`config.mk`:
```
export PLATFORM = sky130hd
export DESIGN_NAME = mem_port_arbiter
export DESIGN_NICKNAME = d
export VERILOG_FILES = /design/src/rtl/mem_port_arbiter.sv
export SDC_FILE = /design/constraint.sdc
export NUM_CORES = 1
export LEC_CHECK = 0
export BUFFER_PORTS_ARGS = -buffer_cell sky130_fd_sc_hd__buf_2
export CORE_AREA = 2 2 108 110
export CTS_CLUSTER_SIZE = 40
export DETAILED_ROUTE_END_ITERATION = 7
export DIE_AREA = 0 0 110 112
export PLACE_DENSITY = 0.69
export SYNTH_ARGS = -nofsm -noshare
export SYNTH_HDL_FRONTEND = slang
export SYNTH_SLANG_ARGS = --single-unit
```
`constraint.sdc`:
```
create_clock -name clk_i -period 2.04 [get_ports clk_i]
set_input_delay 0.102 -clock clk_i [delete_from_list [all_inputs] [get_ports clk_i]]
set_output_delay 0.102 -clock clk_i [all_outputs]
set_load 0.05 [all_outputs]
```
`src/rtl/mem_port_arbiter.sv`:
```
// Round-robin arbiter sharing one downstream memory port between instruction fetch and load/store.
// Single outstanding transaction; the response goes back to its owner, with optional fetch-response discard.
module mem_port_arbiter #(
    parameter int ADDRW = 32,
    parameter int DATAW = 32
) (
    input  logic               clk_i,
    input  logic               rst_i,
    input  logic [ADDRW-1:0]   imem_addr_i,
    input  logic               imem_valid_i,
    input  logic               imem_flush_i,
    output logic [DATAW-1:0]   imem_rdata_o,
    output logic               imem_resp_o,
    input  logic [ADDRW-1:0]   dmem_addr_i,
    input  logic [DATAW-1:0]   dmem_wdata_i,
    input  logic [DATAW/8-1:0] dmem_wmask_i,
    input  logic               dmem_we_i,
    input  logic               dmem_valid_i,
    output logic [DATAW-1:0]   dmem_rdata_o,
    output logic               dmem_resp_o,
    output logic [ADDRW-1:0]   mem_addr_o,
    output logic [DATAW-1:0]   mem_wdata_o,
    output logic [DATAW/8-1:0] mem_wmask_o,
    output logic               mem_we_o,
    output logic               mem_valid_o,
    input  logic               mem_ready_i,
    input  logic [DATAW-1:0]   mem_rdata_i,
    input  logic               mem_resp_i
);
    localparam int MASKW = DATAW / 8;

    typedef enum logic [1:0] {
        ST_IDLE = 2'd0,
        ST_REQ  = 2'd1,
        ST_WAIT = 2'd2
    } state_t;

    typedef enum logic {
        OWN_INSTR = 1'b0,
        OWN_DATA  = 1'b1
    } owner_t;

    // Clears the byte offset so the downstream port only ever sees word addresses.
    function automatic logic [ADDRW-1:0] word_align(input logic [ADDRW-1:0] addr);
        return addr & ~{{(ADDRW-2){1'b0}}, 2'b11};
    endfunction

    state_t state_r;
    owner_t owner_r;
    owner_t last_grant_r;
    logic   discard_r;

    logic   grant_s;
    logic   grant_data_s;
    logic   drop_s;
    logic   resp_cycle_s;
    logic   instr_flush_s;

    // Round-robin pick: on contention the requester not served last wins.
    always_comb begin
        grant_s      = 1'b0;
        grant_data_s = 1'b0;
        if (imem_valid_i && dmem_valid_i) begin
            grant_s      = 1'b1;
            grant_data_s = (last_grant_r == OWN_INSTR);
        end else if (dmem_valid_i) begin
            grant_s      = 1'b1;
            grant_data_s = 1'b1;
        end else if (imem_valid_i) begin
            grant_s      = 1'b1;
            grant_data_s = 1'b0;
        end else begin
            grant_s      = 1'b0;
            grant_data_s = 1'b0;
        end
    end

    // Response routing; a flush in the response cycle itself also drops the fetch data.
    always_comb begin
        drop_s        = discard_r || imem_flush_i;
        resp_cycle_s  = (state_r == ST_WAIT) && mem_resp_i;
        instr_flush_s = imem_flush_i && (owner_r == OWN_INSTR);
        imem_resp_o   = resp_cycle_s && (owner_r == OWN_INSTR) && !drop_s;
        dmem_resp_o   = resp_cycle_s && (owner_r == OWN_DATA);
    end

    assign imem_rdata_o = mem_rdata_i;
    assign dmem_rdata_o = mem_rdata_i;

    // Transaction FSM with the latched downstream request fields.
    always_ff @(posedge clk_i or posedge rst_i) begin
        if (rst_i) begin
            state_r      <= ST_IDLE;
            owner_r      <= OWN_INSTR;
            last_grant_r <= OWN_INSTR;
            discard_r    <= 1'b0;
            mem_valid_o  <= 1'b0;
            mem_addr_o   <= {ADDRW{1'b0}};
            mem_wdata_o  <= {DATAW{1'b0}};
            mem_wmask_o  <= {MASKW{1'b0}};
            mem_we_o     <= 1'b0;
        end else begin
            case (state_r)
                ST_IDLE: begin
                    discard_r <= 1'b0;
                    if (grant_s) begin
                        state_r     <= ST_REQ;
                        mem_valid_o <= 1'b1;
                        if (grant_data_s) begin
                            owner_r      <= OWN_DATA;
                            last_grant_r <= OWN_DATA;
                            mem_addr_o   <= word_align(dmem_addr_i);
                            mem_wdata_o  <= dmem_wdata_i;
                            mem_wmask_o  <= dmem_wmask_i;
                            mem_we_o     <= dmem_we_i;
                        end else begin
                            owner_r      <= OWN_INSTR;
                            last_grant_r <= OWN_INSTR;
                            mem_addr_o   <= word_align(imem_addr_i);
                            mem_wdata_o  <= {DATAW{1'b0}};
                            mem_wmask_o  <= {MASKW{1'b0}};
                            mem_we_o     <= 1'b0;
                        end
                    end else begin
                        state_r <= ST_IDLE;
                    end
                end
                ST_REQ: begin
                    if (instr_flush_s) begin
                        discard_r <= 1'b1;
                    end else begin
                        discard_r <= discard_r;
                    end
                    if (mem_ready_i) begin
                        state_r     <= ST_WAIT;
                        mem_valid_o <= 1'b0;
                    end else begin
                        state_r <= ST_REQ;
                    end
                end
                ST_WAIT: begin
                    if (mem_resp_i) begin
                        state_r   <= ST_IDLE;
                        discard_r <= 1'b0;
                    end else if (instr_flush_s) begin
                        discard_r <= 1'b1;
                    end else begin
                        state_r <= ST_WAIT;
                    end
                end
                default: begin
                    state_r     <= ST_IDLE;
                    mem_valid_o <= 1'b0;
                    discard_r   <= 1'b0;
                end
            endcase
        end
    end
endmodule
```
Word-level counts from Yosys, hierarchy flattened:

Index checks and enable logic that the tools add are counted.

* equal/unequal tests: 5
* muxes and demuxes: 21
* bitwise gates (word level): 2
* reduce and logical (&&, ||, !) cells: 11

Operators with widths (count)
* two-way mux 32 bit: 2
* two-way mux 1 bit: 12
* logical AND 1 bit: 6
* two-way mux 2 bit: 3
* case mux 2 bit (3 select lines): 1
* two-way mux 4 bit: 1
* != test 2 bit (second input constant): 2
* != test 3 bit (second input constant): 1
* case mux 1 bit (3 select lines): 1
* AND reduction 3 bit: 1
* equality test 2 x 1 -> 1 bit (second input constant): 1
* equality test 2 bit (second input constant): 1
* logical NOT 2 bit: 1
* NOT 1 bit: 2
* case mux 1 bit (2 select lines): 1
* AND reduction 2 bit: 1
* logical NOT 1 bit: 1
* logical OR 1 bit: 1

* bits in registers: 74
* input port bits: 140
* word-level logic and storage cells: 47

Depth between registers and ports, before layout:

* depth after elaboration: 5
* mapped depth: 7
* depth with buffers taken out: 5

Worst setup path before layout:

No wires, ideal clock.

* kind: reg2out
* start point: register state_r[0]
* end point: output imem_resp_o
* data arrival time: 2180 ps
* setup slack: -242 ps
* cell stages (with the launch flop): 5
* cells stage by stage: dfrtp_1 > inv_1 > ha_1 > nand2_1 > nor4_1

* cells in the longest elaborated chain, start to end: 4

Ends and longest elaborated chain
* start: declaration: RTL line 48 `state_t state_r;`
* start signal: assignment: RTL line 93 `state_r <= ST_IDLE;`
* start signal: assignment: RTL line 107 `state_r <= ST_REQ;`
* start signal: assignment: RTL line 125 `state_r <= ST_IDLE;`
* equality test 2 bit: RTL line 81 `resp_cycle_s = (state_r == ST_WAIT) && mem_resp_i;`
* logical AND 1 bit: RTL line 81
* logical AND 1 bit (2 in a row): RTL line 83 `imem_resp_o = resp_cycle_s && (owner_r == OWN_INSTR) && !drop_s;`
* end: declaration: RTL line 13 `output logic imem_resp_o,`

No other way between the ends.

Worst setup path in the final report:

* start point: register state_r[0]
* end point: register mem_addr_o[3]

* cells in the longest elaborated chain, start to end: 2

Ends and longest elaborated chain
* logical NOT 2 bit: RTL line 103 `case (state_r)`
* AND reduction 2 bit (no line)
* end signal: assignment: RTL line 98 `mem_addr_o <= {ADDRW{1'b0}};`
* end signal: assignment: RTL line 112 `mem_addr_o <= word_align(dmem_addr_i);`
* end signal: assignment: RTL line 119 `mem_addr_o <= word_align(imem_addr_i);`
* end: declaration: RTL line 21 `output logic [ADDRW-1:0] mem_addr_o,`

No other way between the ends.
A chain may end at the register's enable or synchronous reset.

==> metrics.txt <==
H-tree depth=3; CTS max path bufs=2; die width=roughly 110 um; dpl cell area=around 4000 um2; WP data required=about 2.3 ns; Synth Warn #=0; reg2reg start=state_r[0]$_DFFE_PP0P_; Via Count=3,069; Worst setup SP type=flip-flop; Port Buffers=about 170; starting density of the core=31.1%; status=finished clean; Mapped Area=approximately 3500 um2; Setup crit end kind=flip-flop; post-synth cell types=26; core area=11,200 um2; Design Area, Final=a little under 5000 um2; Finish-stage setup viols=0; Post-Route Setup TNS=0 ns; GRT Total Usage=around 17%; worst slack, placed=roughly 0.36 ns; most frequent cells in the layout=buf_2, dfrtp_1, a21oi_1; Post-CTS Setup Bufs=0; hold_ws=0.0126 ns; grt ovf=0; R2R Setup Slk=roughly 0.34 ns; cts repair resizes=0; HP Class=input pin to flip-flop; Synth Register Bits=72; max_cap viols=0; initial antenna violation count=1; WL per Instance=~15 um; Area growth syn-to-layout=40.3%; Synth Instances=around 350; Pwr per Cell Area=1940 nW/um2; combinational share of power=53.9%; Clock Skews=roughly 0.004 ns; Worst-Skew Late Latency=0.32 ns; sw power=approximately 0.0048 W; R2R depth=6; fraction of registers with async set/reset=100%; DP HPWL=around 6600 um; RSZ-0062 raised after global routing=false; DIE HEIGHT=112 um; clk sinks=72; critical path type=flip-flop to flip-flop; GP Congestion=about 0.74; CTS Buf Count=9; start point of the worst hold path=imem_addr_i[16]; switch share=between 50% and 60%; share of cells above drive strength 1=between 40 and 50%; Post-DRT Antenna Nets=0; worst-margin pin slew=0.636 ns; DR iter-0 viols=about 120; drt pass-1 iters=5; CTS clk-pin slew, worst paths=0.06 ns; Synth area leader=dfrtp_1; Final nets=between 600 and 700; post-route minimum period=roughly 1.7 ns; commonest non-fill, non-tap cell in the layout=buf_2; VDD IR max=around 0.00098 V; first-pass GRT wire length=15,700 um; fin worst setup slack=roughly 0.34 ns; Vias per Instance=between 4 and 5; Peak Freq=0.589 GHz; largest net degree at the start of global routing=39; CTS tree=done; Most used DFF post-synth=dfrtp_1; clock network power share=approximately a fifth; number of flops mapped to enable cells by yosys=0; Hold Buf Count CTS=between 40 and 50; Final Cycle Share=83.2%; Worst R2R End=mem_addr_o[3]$_DFFE_PP0P_; critical path fanouts, max=20; Total Wirelength=between 9000 and 10,000 um; Power Total=between 0.009 and 0.01 W; static leakage=approximately 2.5 nW; number of global-route vias before repair=approximately 3,100; Diodes inserted=0; Flop pwr share=~27%; Hold Crit Depth=3; root buf cell=clkbuf_16; Cell Int Power=roughly 0.0047 W; syn avg cell area=roughly 10 um2; crit path DAT=between 1.5 and 2 ns; die area=12,300 um2; Worst slew margin=~57%; Synth area leaders=dfrtp_1, buf_4, a22o_1; DRC errors left=0; Final Hold Fails=0; Hold Path End=mem_addr_o[16]$_DFFE_PP0P_; sequential area share after synthesis=51.8%; Max Transition Viols Final=0; Synth top area share=51.8%; cell row count=39; I/O pins=roughly 280
critical path: stages, from the launching register on:
cell and delay (ns):
dfrtp_1 0.39, inv_1 0.08, ha_1 0.27, o21ai_4 0.27
buf_4 0.35, a21oi_1 0.06, a21oi_1 0.18
power groups by stage:
stage / clock network (W) / logic (W) / registers, W
floorplan: 0 / 0.00181 / 0.00487
global placement: 0 / 0.00499 / 0.00253
detailed placement: 0 / 0.00508 / 0.00254
CTS: 0.00187 / 0.00514 / 0.00254
global route: 0.00193 / 0.00545 / 0.00264
finish: 0.00182 / 0.00511 / 0.00255
registers in the layout, indices dropped and copies added, names as in the netlist:
register,flops
mem_wdata_o,32
discard_r,1
mem_wmask_o,4
mem_addr_o,30
last_grant_r,1
mem_valid_o,1
mem_we_o,1
state_r,2
per-layer routing:
layer,track usage [%],vias up,share of wire [%]
met5,0,-,0.13
met4,6.33,2,2.0
met3,4.68,34,7.5
met2,30.3,151,52
met1,17.6,1457,38
li1,-,1425,-
logic make-up after synthesis:
kind of cell	share of synthesized area, %
other	0.108
and+or+nand+nor	8.38
AOI/OAI and AO/OA	20.3
muxes	0.323
buffers and inverters	17.6
adders and majority gates	1.44
DFF	51.8
area by class of cell:
class                           instances  area, um2
Clock buffer                            9        225
Clock inverter                          7        120
Fill cell                            1041       6290
Inverter                                3       12.5
Multi-Input combinational cell        186       1090
Sequential cell                        72       1800
Tap cell                              143        179
Timing Repair Buffer                  230       1450
metrics by stage:
step           instances  util, %
2_1_floorplan        347        -
3_3_place_gp         585     36.2
3_5_place_dp         585     36.2
4_1_cts              650     43.7
5_1_grt              650     43.7
6_report             650     43.7
synthesized netlist by cell type (3+ instances only):
library cell	instances
clkbuf_1	11
inv_1	3
buf_4	67
buf_2	5
dfrtp_1	72
nor2b_1	3
nand2_1	34
a21oi_1	60
ha_1	4
a22o_1	37
nor2_1	31
buf_6	3
o31ai_1	3
worst max path at each step:
stage,from,end,slack (ns),cells past startpoint
6_report,state_r[0]$_DFFE_PP0P_,mem_addr_o[3]$_DFFE_PP0P_,0.34,6
5_1_grt,state_r[0]$_DFFE_PP0P_,mem_addr_o[20]$_DFFE_PP0P_,0.20,6
4_1_cts,state_r[0]$_DFFE_PP0P_,imem_resp_o,0.34,5
3_5_place_dp,state_r[0]$_DFFE_PP0P_,mem_addr_o[3]$_DFFE_PP0P_,0.36,6
3_3_place_gp,state_r[0]$_DFFE_PP0P_,mem_addr_o[19]$_DFFE_PP0P_,0.42,6
2_1_floorplan,rst_i,discard_r$_DFF_PP0_,0.11,1
Note: power is estimated with default switching activity, not from simulation.
